$ cat src/rtl/led_pkg.sv
// Shared encodings and pattern helpers for the LED mode scheduler.
package led_pkg;

  typedef enum logic [1:0] {
    MODE_ROTL   = 2'd0,
    MODE_BOUNCE = 2'd1,
    MODE_FILL   = 2'd2,
    MODE_BLINK  = 2'd3
  } mode_e;

  typedef enum logic [1:0] {
    ST_IDLE  = 2'd0,
    ST_RUN   = 2'd1,
    ST_PAUSE = 2'd2
  } state_e;

  localparam logic [7:0] SEED_ROTL   = 8'h01;
  localparam logic [7:0] SEED_BOUNCE = 8'h01;
  localparam logic [7:0] SEED_FILL   = 8'h00;
  localparam logic [7:0] SEED_BLINK  = 8'h00;

  function automatic logic [7:0] mode_seed(input mode_e m);
    case (m)
      MODE_ROTL:   mode_seed = SEED_ROTL;
      MODE_BOUNCE: mode_seed = SEED_BOUNCE;
      MODE_FILL:   mode_seed = SEED_FILL;
      default:     mode_seed = SEED_BLINK;
    endcase
  endfunction

  // dir_right only matters for BOUNCE.
  function automatic logic [7:0] next_pattern(input mode_e m, input logic [7:0] cur,
                                              input logic dir_right);
    case (m)
      MODE_ROTL:   next_pattern = {cur[6:0], cur[7]};
      MODE_BOUNCE: next_pattern = dir_right ? {1'b0, cur[7:1]} : {cur[6:0], 1'b0};
      MODE_FILL:   next_pattern = (cur == 8'hFF) ? 8'h00 : {cur[6:0], 1'b1};
      default:     next_pattern = ~cur;
    endcase
  endfunction

endpackage

$ cat src/rtl/led_step_timer.sv
// Step-rate counter: counts while en, pulses tick combinationally at STEP_DIV-1.
module led_step_timer #(
  parameter int unsigned STEP_DIV = 500000
) (
  input  logic clk,
  input  logic reset,
  input  logic en,
  input  logic clr,
  output logic tick
);

  localparam logic [31:0] TC = 32'(STEP_DIV - 1);

  logic [31:0] cnt_q, cnt_d;

  assign tick = en && (cnt_q == TC);

  always_comb begin
    cnt_d = cnt_q;
    if (clr || tick) cnt_d = '0;
    else if (en)     cnt_d = cnt_q + 32'd1;
  end

  always_ff @(posedge clk or posedge reset) begin
    if (reset) cnt_q <= '0;
    else       cnt_q <= cnt_d;
  end

endmodule

$ cat src/rtl/led_mode_scheduler.sv
// LED pattern scheduler: four modes, run/pause FSM, button-driven mode select.
// Define LED_DEBOUNCE_EN to add a DEB_CYCLES stability filter on the mode button.
module led_mode_scheduler
  import led_pkg::*;
#(
  parameter int unsigned STEP_DIV   = 500000,
  parameter int unsigned DEB_CYCLES = 20000
) (
  input  logic       clk,
  input  logic       reset,
  input  logic       run,
  input  logic       mode_btn,
  output logic [7:0] led,
  output logic [1:0] mode,
  output logic       step
);

  if (STEP_DIV < 2) begin : g_bad_step_div
    $error("STEP_DIV must be at least 2");
  end
  if (DEB_CYCLES < 1) begin : g_bad_deb_cycles
    $error("DEB_CYCLES must be at least 1");
  end

  logic       run_s1_q, run_s_q;
  logic       btn_s1_q, btn_s_q;
  logic       btn_acc, btn_prev_q;
  logic       mode_edge, tick;
  state_e     state_q;
  mode_e      mode_q, mode_inc;
  logic [7:0] led_q, led_step;
  logic       dir_q;
  logic       step_q;

  always_ff @(posedge clk or posedge reset) begin
    if (reset) begin
      run_s1_q <= 1'b0;
      run_s_q  <= 1'b0;
      btn_s1_q <= 1'b0;
      btn_s_q  <= 1'b0;
    end else begin
      run_s1_q <= run;
      run_s_q  <= run_s1_q;
      btn_s1_q <= mode_btn;
      btn_s_q  <= btn_s1_q;
    end
  end

`ifdef LED_DEBOUNCE_EN
  localparam logic [31:0] DEB_TC = 32'(DEB_CYCLES - 1);

  logic        btn_deb_q;
  logic [31:0] deb_cnt_q;

  // Level is accepted only after DEB_CYCLES consecutive cycles away from the current one.
  always_ff @(posedge clk or posedge reset) begin
    if (reset) begin
      btn_deb_q <= 1'b0;
      deb_cnt_q <= '0;
    end else if (btn_s_q != btn_deb_q) begin
      if (deb_cnt_q == DEB_TC) begin
        btn_deb_q <= btn_s_q;
        deb_cnt_q <= '0;
      end else begin
        deb_cnt_q <= deb_cnt_q + 32'd1;
      end
    end else begin
      deb_cnt_q <= '0;
    end
  end

  assign btn_acc = btn_deb_q;
`else
  assign btn_acc = btn_s_q;
`endif

  always_ff @(posedge clk or posedge reset) begin
    if (reset) btn_prev_q <= 1'b0;
    else       btn_prev_q <= btn_acc;
  end

  assign mode_edge = btn_acc & ~btn_prev_q;
  assign mode_inc  = mode_e'(mode_q + 2'd1);
  assign led_step  = next_pattern(mode_q, led_q, dir_q);

  led_step_timer #(
    .STEP_DIV(STEP_DIV)
  ) u_timer (
    .clk  (clk),
    .reset(reset),
    .en   (state_q == ST_RUN),
    .clr  (mode_edge),
    .tick (tick)
  );

  // A mode change wins over a coincident step: the seed loads and no step pulse is emitted.
  always_ff @(posedge clk or posedge reset) begin
    if (reset) begin
      state_q <= ST_IDLE;
      mode_q  <= MODE_ROTL;
      led_q   <= SEED_ROTL;
      dir_q   <= 1'b0;
      step_q  <= 1'b0;
    end else begin
      case (state_q)
        ST_IDLE:  if (run_s_q)  state_q <= ST_RUN;
        ST_RUN:   if (!run_s_q) state_q <= ST_PAUSE;
        ST_PAUSE: if (run_s_q)  state_q <= ST_RUN;
        default:  state_q <= ST_IDLE;
      endcase

      step_q <= tick & ~mode_edge;

      if (mode_edge) begin
        mode_q <= mode_inc;
        led_q  <= mode_seed(mode_inc);
        dir_q  <= 1'b0;
      end else if (tick) begin
        led_q <= led_step;
        if (mode_q == MODE_BOUNCE) begin
          if (led_step == 8'h80)      dir_q <= 1'b1;
          else if (led_step == 8'h01) dir_q <= 1'b0;
        end
      end
    end
  end

  assign led  = led_q;
  assign mode = mode_q;
  assign step = step_q;

endmodule

$ cat config.mk
export PLATFORM = sky130hd
export DESIGN_NAME = led_mode_scheduler
export DESIGN_NICKNAME = d
export VERILOG_FILES = /design/src/rtl/led_pkg.sv /design/src/rtl/led_step_timer.sv /design/src/rtl/led_mode_scheduler.sv
export SDC_FILE = /design/constraint.sdc
export NUM_CORES = 1
export LEC_CHECK = 0
export CORE_MARGIN = 3
export CORE_UTILIZATION = 30
export CTS_CLUSTER_DIAMETER = 80
export DETAILED_ROUTE_END_ITERATION = 7
export PLACE_DENSITY_LB_ADDON = 0.05
export REMOVE_ABC_BUFFERS = 1
export SETUP_SLACK_MARGIN = 0.15
export SYNTH_ARGS = -nofsm -noshare
export SYNTH_HDL_FRONTEND = slang
export SYNTH_SLANG_ARGS = --single-unit
$ cat constraint.sdc
create_clock -name clk -period 5.7 [get_ports clk]
set_input_delay 0.855 -clock clk [delete_from_list [all_inputs] [get_ports clk]]
set_output_delay 0.855 -clock clk [all_outputs]
set_load 0.005 [all_outputs]
==> results.cfg, run 1 <==
[outcome]
status = finished, final reports clean

[synthesis]
synth_cells = 286
synthAdderAreaFrac_pct = 2.28
synth_top_family_by_area = simple AND/OR/NAND/NOR gates
synthesis.area_mm2 = 0.00274
yosys_warnings = 0
synth-edff-count = 0
synth-compound-area-share_pct = 11.7
ys_ff_latch = 51
synth_simple_gate_area_share_pct = 23.8
synth_top_area_cell = dfrtp_1
yosysTopAreaCellShare_pct = 45.6
ys_seq_area_share_pct = 46.6
async_flop_share_pct = 100
synth.area.mux_share_pct = 2.55
synth.distinct_cells = 50
ys.flop_type = dfrtp_1
synth_xor_area_share_pct = 9.58
syn_avg_cell_area_um2 = 9.59
synthTopCellsByArea = dfrtp_1, nor2_1, xor2_1, xnor2_1, nand3_1

[floorplanning]
core_mm2 = 0.00881
die_w_um = 102
initial_core_util_pct = 31.2
top_level_ports = 15
die_h_um = 102
rows = 34
dieArea_mm2 = 0.0103

[layout]
final_cell_area_mm2 = 0.00306
fillers = 915
nNetsFinal = 303
drive_gt1_share_pct = 7.12
area_growth_pct = 11.4
diodes = 0

[grt]
grt_max_degree = 52
grt_pass1_vias = 2062
antenna_found_initial = 0
grt_pass1_wl_um = 10800
gr-total-overflow = 0
track_usage_pct = 13.2

[drt]
viasPerCell = 5.12
vias = 2063
drc = 0
ant_nets = 0
drtPass1Iterations = 4
routed_wl_um = 6290
drtIter0Drc = 70
routedWlPerCell_um = 15.6

[clock_network]
post_cts_buffers = 0
hold_buffers = 0
numClockSinks = 51
cts.path.max_buffers = 2
clk_latency_ps = 300
cts_tree = done
cts-root-buf = clkbuf_8
clk_pin_slew_ps = 100
cts_buffers = 5
htreeDepth = 2
post_cts_resized = 0

[flow_run]
drv_cap = 0

[timing]
finalHoldViolCount = 0
rsz0062_at_grt = false
fmax_mhz = 313
slew-limit-headroom_pct = 29.1
worstMarginPinSlew_ps = 1060
setup_tns_ps = 0
clock_skew_ps = 5.66
period_needed_ps = 3190
setup_viol_count_final = 0
worst_slack_ps = 2510
post-route-period-util_pct = 56.0
final-max-slew-violation-count = 0

[worst_setup_path]
worstPathRequired_ps = 5850
crit_chain = or4b_1 -> or4b_1 -> or4_4 -> nand2_1 -> nor2_1
arrival_ps = 3350
crit_slowest_cell = nand2_1
max_stage_delay_ps = 810
crit_path_end_kind = flip-flop
path_class = reg2reg
worstSetupStartpointType = flip-flop
crit_buf_inv = 0
path_delay_family = simple AND/OR/NAND/NOR gates
crit_top_cell = or4b_1
worstPathMaxFanout = 30

[placement]
placed_cell_area_mm2 = 0.00297
place_congestion = 0.767
numPortBuffers = 14
place_ws_ps = 2440
hpwl_um = 4330

[min_path]
worst_hold_path_type = reg2reg

[power_and_ir_drop]
vdd_drop_max_mv = 0.110
p_leak_uw = 0.00127
power_density_mw_per_mm2 = 287
[power breakdown]
part,switching (uW),internal [uW],leakage (uW)
Combinational,149,99.3,0.000537
Sequential,23.3,386,0.000688
Clock,131,88.1,0.0000408
Total,303,574,0.00127
[cells in the mapped netlist (all sizes together) (2+ instances only)]
master / instances
xor2: 16
nor4b: 2
or4: 2
o21ai: 7
a32o: 3
and3: 3
or4b: 2
inv: 7
a22o: 3
o21a: 2
nor2: 40
nand4: 6
nor3: 11
nor2b: 3
xnor2: 14
or2: 3
nor4: 4
ha: 5
a21oi: 14
clkbuf: 10
and4: 4
nand3: 18
mux2i: 7
dfrtp: 50
or3: 6
a41oi: 3
nand2: 19
buf: 5
[flip-flops by register name, summed over array words and instances (netlist names)]
signal         count
step               1
mode               2
btn_acc            1
led                8
dir_q              1
state_q            2
btn_prev_q         1
run_s_q            1
u_timer.cnt_q     32
run_s1_q           1
btn_s1_q           1
[metrics by stage]
stage / total power [uW] / std cells / hold slack [ps] / util [%]
2_1_floorplan: 588 / 271 / 331 / -
3_3_place_gp: 665 / 395 / 335 / 33.7
3_5_place_dp: 667 / 395 / 339 / 33.7
4_1_cts: 896 / 403 / 366 / 34.7
5_1_grt: 942 / 403 / 369 / 34.7
6_report: 877 / 403 / 359 / 34.7
[cell families (layout without fill, tap and decap cells)]
logic type | after synthesis | after routing
and+or+nand+nor | 127 | 127
DFF | 51 | 51
AOI/OAI and AO/OA | 43 | 43
xor gates and xnor gates | 30 | 30
buffers and inverters | 23 | 32
muxes | 7 | 7
adders and majority gates | 5 | 5
[per-layer routing]
metal | global-route usage, % | part of all wire (%) | vias to the layer above
li1 | - | - | 1035
met1 | 19.9 | 52 | 994
met2 | 19.6 | 44 | 29
met3 | 2.48 | 3.2 | 5
met4 | 3.07 | 0.81 | 0
met5 | 0 | 0 | -
[final cells by class]
cell class	count	area, um^2	area share [%]
Clock buffer	5	68.8	2.25
Clock inverter	3	23.8	0.777
Inverter	8	30.0	0.982
Multi-Input combinational cell	212	1370	44.7
Sequential cell	51	1280	41.8
Tap cell	108	135	4.42
Timing Repair Buffer	16	155	5.07
[worst paths after layout]
check,endpoint,slack (ps),from,cells after the start
hold / removal,btn_acc$_DFF_PP0_,360,btn_s1_q$_DFF_PP0_,0
setup reg to reg,u_timer.cnt_q[13]$_DFFE_PP0P_,2510,u_timer.cnt_q[7]$_DFFE_PP0P_,5
hold reg to reg,btn_acc$_DFF_PP0_,360,btn_s1_q$_DFF_PP0_,0
setup / recovery,u_timer.cnt_q[13]$_DFFE_PP0P_,2510,u_timer.cnt_q[7]$_DFFE_PP0P_,5
max in group asynchronous,state_q[0]$_DFFE_PP0P_,4210,reset,3
min in group asynchronous,u_timer.cnt_q[20]$_DFFE_PP0P_,1050,reset,3
[worst register-to-register path, delay by kind of cell, from the launching register on]
family        cells  cell delay (ps)
simple gates      5             2600
flops             1              440
[layout by cell type, fill, tap and decap left out, types with 3 or more instances in the layout]
| cell | n |
|---|---|
| nand3_1 | 18 |
| xnor2_1 | 14 |
| clkbuf_8 | 5 |
| a32o_1 | 3 |
| a21oi_1 | 14 |
| and4_1 | 3 |
| ha_1 | 5 |
| mux2i_1 | 7 |
| dfrtp_1 | 50 |
| inv_1 | 6 |
| nand4_1 | 6 |
| nor3_1 | 11 |
| a41oi_1 | 3 |
| nor2b_1 | 3 |
| clkdlybuf4s50_1 | 14 |
| a22o_1 | 3 |
| or2_2 | 3 |
| nor4_1 | 4 |
| or3_1 | 6 |
| o21ai_0 | 6 |
| nor2_1 | 40 |
| xor2_1 | 16 |
| nand2_1 | 19 |
Power figures use the tool's default switching activity.
==> inputs of run 2 (changes only) <==
==> constraint.sdc (replaced) <==
create_clock -name clk -period 3.04 [get_ports clk]
set_input_delay 0.456 -clock clk [delete_from_list [all_inputs] [get_ports clk]]
set_output_delay 0.456 -clock clk [all_outputs]
set_load 0.005 [all_outputs]
==> results.cfg, run 2 (same netlist as run 1, synthesis figures left out) <==
[layout]
top_register = u_timer.cnt_q
fillers = 885
utilization_pct = 35.7
nNetsFinal = 308
diodes = 0
area_growth_pct = 14.7
largest_register_ffs = 32
layout_common_cells = dfrtp_1, nor2_1, nand2_1, nand3_1, xor2_1
final_common_cell = dfrtp_1
drive_gt1_share_pct = 8.33

[power_and_ir_drop]
p_comb_share_pct = 26.8
p_leak_uw = 0.00132
sw_frac_of_total_pct = 31.0
p_sw_uw = 563
clockPowerShare_pct = 30.8
pwr-share-seq_pct = 42.4
vdd_drop_max_mv = 0.236
power_density_mw_per_mm2 = 576
internal-power_uw = 1250

[floorplanning]
dieArea_mm2 = 0.0103
core_mm2 = 0.00881
rows = 34
initial_core_util_pct = 31.2
die_w_um = 102
die_h_um = 102
top_level_ports = 15

[worst_setup_path]
path_class = reg2reg
worstPathRequired_ps = 3230
worstPathMaxFanout = 6
crit_path_end_kind = flip-flop
r2r_setup_slack_ps = 300
reg2reg_from = u_timer.cnt_q[7]$_DFFE_PP0P_
worstSetupStartpointType = flip-flop
startpoint = u_timer.cnt_q[7]$_DFFE_PP0P_
arrival_ps = 2930

[drt]
routedWlPerCell_um = 15.5
drtIter0Drc = 63
drc = 0
vias = 2114
drtPass1Iterations = 4
ant_nets = 0
viasPerCell = 5.18
routed_wl_um = 6320

[timing]
rsz0062_at_grt = false
finalHoldViolCount = 0
post-route-period-util_pct = 90.2
fmax_mhz = 365
final-max-slew-violation-count = 0
worstMarginPinSlew_ps = 715
setup_tns_ps = 0
setup_viol_count_final = 0
period_needed_ps = 2740
slew-limit-headroom_pct = 52.2
clock_skew_ps = 13.2

[flow_run]
drv_cap = 0

[outcome]
status = finished, final reports clean

[clock_network]
post_cts_resized = 0
cts_buffers = 5
numClockSinks = 51
cts.path.max_buffers = 2
clk_pin_slew_ps = 90
htreeDepth = 2
cts-root-buf = clkbuf_8
clk_latency_ps = 300
hold_buffers = 0
cts_tree = done

[grt]
grt_max_degree = 31
gr-total-overflow = 0
grt_pass1_vias = 2109
antenna_found_initial = 0
grt_pass1_wl_um = 11000
track_usage_pct = 13.5

[min_path]
worst_hold_path_type = reg2reg
hold_start = run_s1_q$_DFF_PP0_

[placement]
hpwl_um = 4490
place_congestion = 0.777
numPortBuffers = 14
-- run 2: cell types whose count changed in the layout (fill, tap and decap cells not counted), sizes merged --
cell and change:
inv -1, buf +5, clkbuf +1, bufinv +2
clkinvlp -2
-- run 2: worst paths after layout --
kind / endpoint / cells past startpoint
max: dir_q$_DFFE_PP0P_ / 6
min: run_s_q$_DFF_PP0_ / 0
max reg2reg: dir_q$_DFFE_PP0P_ / 6
min reg2reg: run_s_q$_DFF_PP0_ / 0
max in group asynchronous: led[0]$_DFFE_PP1N_ / 3
min in group asynchronous: u_timer.cnt_q[21]$_DFFE_PP0P_ / 2
-- run 2: power by group through the flow --
stage | sequential (uW) | combinational (uW) | clock (uW)
after floorplan | 774 | 328 | 0
after global placement | 783 | 499 | 0
after detailed placement | 783 | 486 | 0
after CTS | 769 | 488 | 580
after global routing | 777 | 551 | 607
final | 769 | 487 | 558
-- run 2: layer usage --
layer  share of wire, %  GRT usage, %  vias up
met5                  0             0        -
met2                 43          19.9       29
met4                1.1          3.58        0
met3                3.1          2.34        7
met1                 53          20.3     1042
li1                   -             -     1036
-- run 2: repair_timing --
action                                  CTS  global route
endpoints found under the hold margin     0             0
endpoints found under the setup margin    0             1
buffers inserted                          0             1
-- run 2: through the flow --
step           power [uW]  setup WS [ps]  instance area, um^2  hold slack (ps)  cells
4_1_cts              1840            273                 3140              362    407
2_1_floorplan        1100            294                 2680              331    271
6_report             1810            297                 3150              358    408
5_1_grt              1930            163                 3150              368    408
3_5_place_dp         1270            294                 3010              340    399
3_3_place_gp         1280            344                 3010              336    399
-- run 2: area by class of cell --
type / instances / area, um^2 / share of cell area (%)
Timing Repair Buffer: 21 / 205 / 6.52
Inverter: 8 / 30.0 / 0.954
Sequential cell: 51 / 1280 / 40.6
Clock buffer: 6 / 72.6 / 2.31
Multi-Input combinational cell: 212 / 1370 / 43.4
Tap cell: 108 / 135 / 4.29
Clock inverter: 2 / 60.1 / 1.91
-- run 2: worst max-delay path, cell delays in order (launching register included) --
cell,delay [ps]
dfrtp_1,440
or4b_1,540
or4b_1,530
or4_4,580
a2111oi_4,300
a41o_1,200
o21ai_1,60
==> inputs of run 3 (changes only) <==
--- a/config.mk
+++ b/config.mk
@@ -5,7 +5,6 @@
 export SDC_FILE = /design/constraint.sdc
 export NUM_CORES = 1
 export LEC_CHECK = 0
-export CORE_MARGIN = 3
 export CORE_UTILIZATION = 30
 export CTS_CLUSTER_DIAMETER = 80
 export DETAILED_ROUTE_END_ITERATION = 7
==> results.cfg, run 3 (same netlist as run 1, synthesis figures left out) <==
[outcome]
status = finished, violations left
violations = DRC

[drt]
routedWlPerCell_um = 15.0
routed_wl_um = 6100
drtPass1Iterations = 7
viasPerCell = 5.06
drc = 4
drtIter0Drc = 90
vias = 2065
ant_nets = 0

[grt]
grt_use_met2_pct = 19.5
grt_busiest_layer = met1
track_usage_pct = 14.0
grt_util_met3_pct = 2.52
grt_pass1_vias = 1960
use_met1_pct = 21.5
grt_max_degree = 31
grt_pass1_wl_um = 10500
gr-total-overflow = 0
antenna_found_initial = 0

[floorplanning]
die_h_um = 97.6
top_level_ports = 15
die_w_um = 97.6
initial_core_util_pct = 31.2
rows = 34
dieArea_mm2 = 0.00953
core_mm2 = 0.00881

[placement]
dp.cells = 399
numPortBuffers = 14
place_congestion = 0.790
hpwl_um = 4420

[timing]
hold_ws_ps = 357
slew-limit-headroom_pct = 57.5
clock_skew_ps = 7.99
setup_viol_count_final = 0
post-route-period-util_pct = 90.3
rsz0062_at_grt = false
final-max-slew-violation-count = 0
worstMarginPinSlew_ps = 637
finalHoldViolCount = 0
fmax_mhz = 364
period_needed_ps = 2750
setup_tns_ps = 0

[power_and_ir_drop]
vdd_drop_max_mv = 0.192
p_leak_uw = 0.00130
power_density_mw_per_mm2 = 531

[clock_network]
cts_tree = done
clk_latency_ps = 300
hold_buffers = 0
clk_pin_slew_ps = 90
cts_buffers = 5
numClockSinks = 51
htreeDepth = 2
post_cts_resized = 0
cts.path.max_buffers = 2
cts-root-buf = clkbuf_8

[layout]
fillers = 917
diodes = 0
drive_gt1_share_pct = 8.67
largest_register_ffs = 32
final_common_cell = dfrtp_1
top_register = u_timer.cnt_q
finalNonFillerCells = 408
layout_common_cells = dfrtp_1, nor2_1, nand2_1, nand3_1, xor2_1
nNetsFinal = 308
area_growth_pct = 13.1

[worst_setup_path]
path_class = reg2reg
worstSetupStartpointType = flip-flop
crit_path_end_kind = flip-flop
arrival_ps = 2970
worstPathMaxFanout = 7
worstPathRequired_ps = 3270

[flow_run]
drv_cap = 0

[min_path]
worst_hold_path_type = reg2reg
run 3: cell types whose count changed in the layout (fill, tap and decap cells not counted), sizes merged:
cell / before / now
bufinv: 2 / 0
clkbuf: 6 / 5
clkinv: 1 / 3
inv: 7 / 8
run 3: per-layer routing:
layer	up-vias	wire, um
li1	1040	-
met1	975	3250
met2	40	2570
met3	10	185
met4	0	96
met5	-	0
run 3: worst max-delay path: stages (launching register included):
cell     delay (ps)
dfrtp_1         440
or4b_1          540
or4b_1          530
or4_4           590
buf_4           180
a211o_2         260
a21oi_1         130
run 3: power by group:
part	internal, uW	total [uW]	switching [uW]
clock	163	393	231
sequential	724	770	45.9
combinational	197	484	287
total	1080	1650	564
run 3: path summary, 6_finish.rpt:
kind / from / end / slack [ps] / cells past startpoint
worst max-delay path: u_timer.cnt_q[7]$_DFFE_PP0P_ / led[5]$_DFFE_PP0N_ / 290 / 6
worst min-delay path: btn_s1_q$_DFF_PP0_ / btn_acc$_DFF_PP0_ / 360 / 0
worst max register to register: u_timer.cnt_q[7]$_DFFE_PP0P_ / led[5]$_DFFE_PP0N_ / 290 / 6
worst min register to register: btn_s1_q$_DFF_PP0_ / btn_acc$_DFF_PP0_ / 360 / 0
max in group asynchronous: reset / led[0]$_DFFE_PP1N_ / 1930 / 3
min in group asynchronous: reset / u_timer.cnt_q[23]$_DFFE_PP0P_ / 440 / 2
run 3: cell type report:
class | count | area (um^2) | share of cell area, %
Clock buffer | 5 | 68.8 | 2.22
Clock inverter | 3 | 18.8 | 0.605
Inverter | 8 | 30.0 | 0.968
Multi-Input combinational cell | 212 | 1370 | 44.1
Sequential cell | 51 | 1280 | 41.2
Tap cell | 108 | 135 | 4.35
Timing Repair Buffer | 21 | 205 | 6.61
run 3: repair_timing:
| action | in CTS | in global routing |
|---|---|---|
| endpoints found under the setup margin | 0 | 1 |
| hold endpoints to repair | 0 | 0 |
| buffers inserted | 0 | 1 |
run 3: per-stage QoR:
stage,util (%),total power [uW],cell area (um^2),setup WS [ps]
3_3_place_gp,34.2,1280,3010,343
4_1_cts,35.2,1670,3100,250
2_1_floorplan,-,1100,2680,294
5_1_grt,35.2,1760,3100,197
3_5_place_dp,34.2,1260,3010,285
6_report,35.2,1650,3100,295
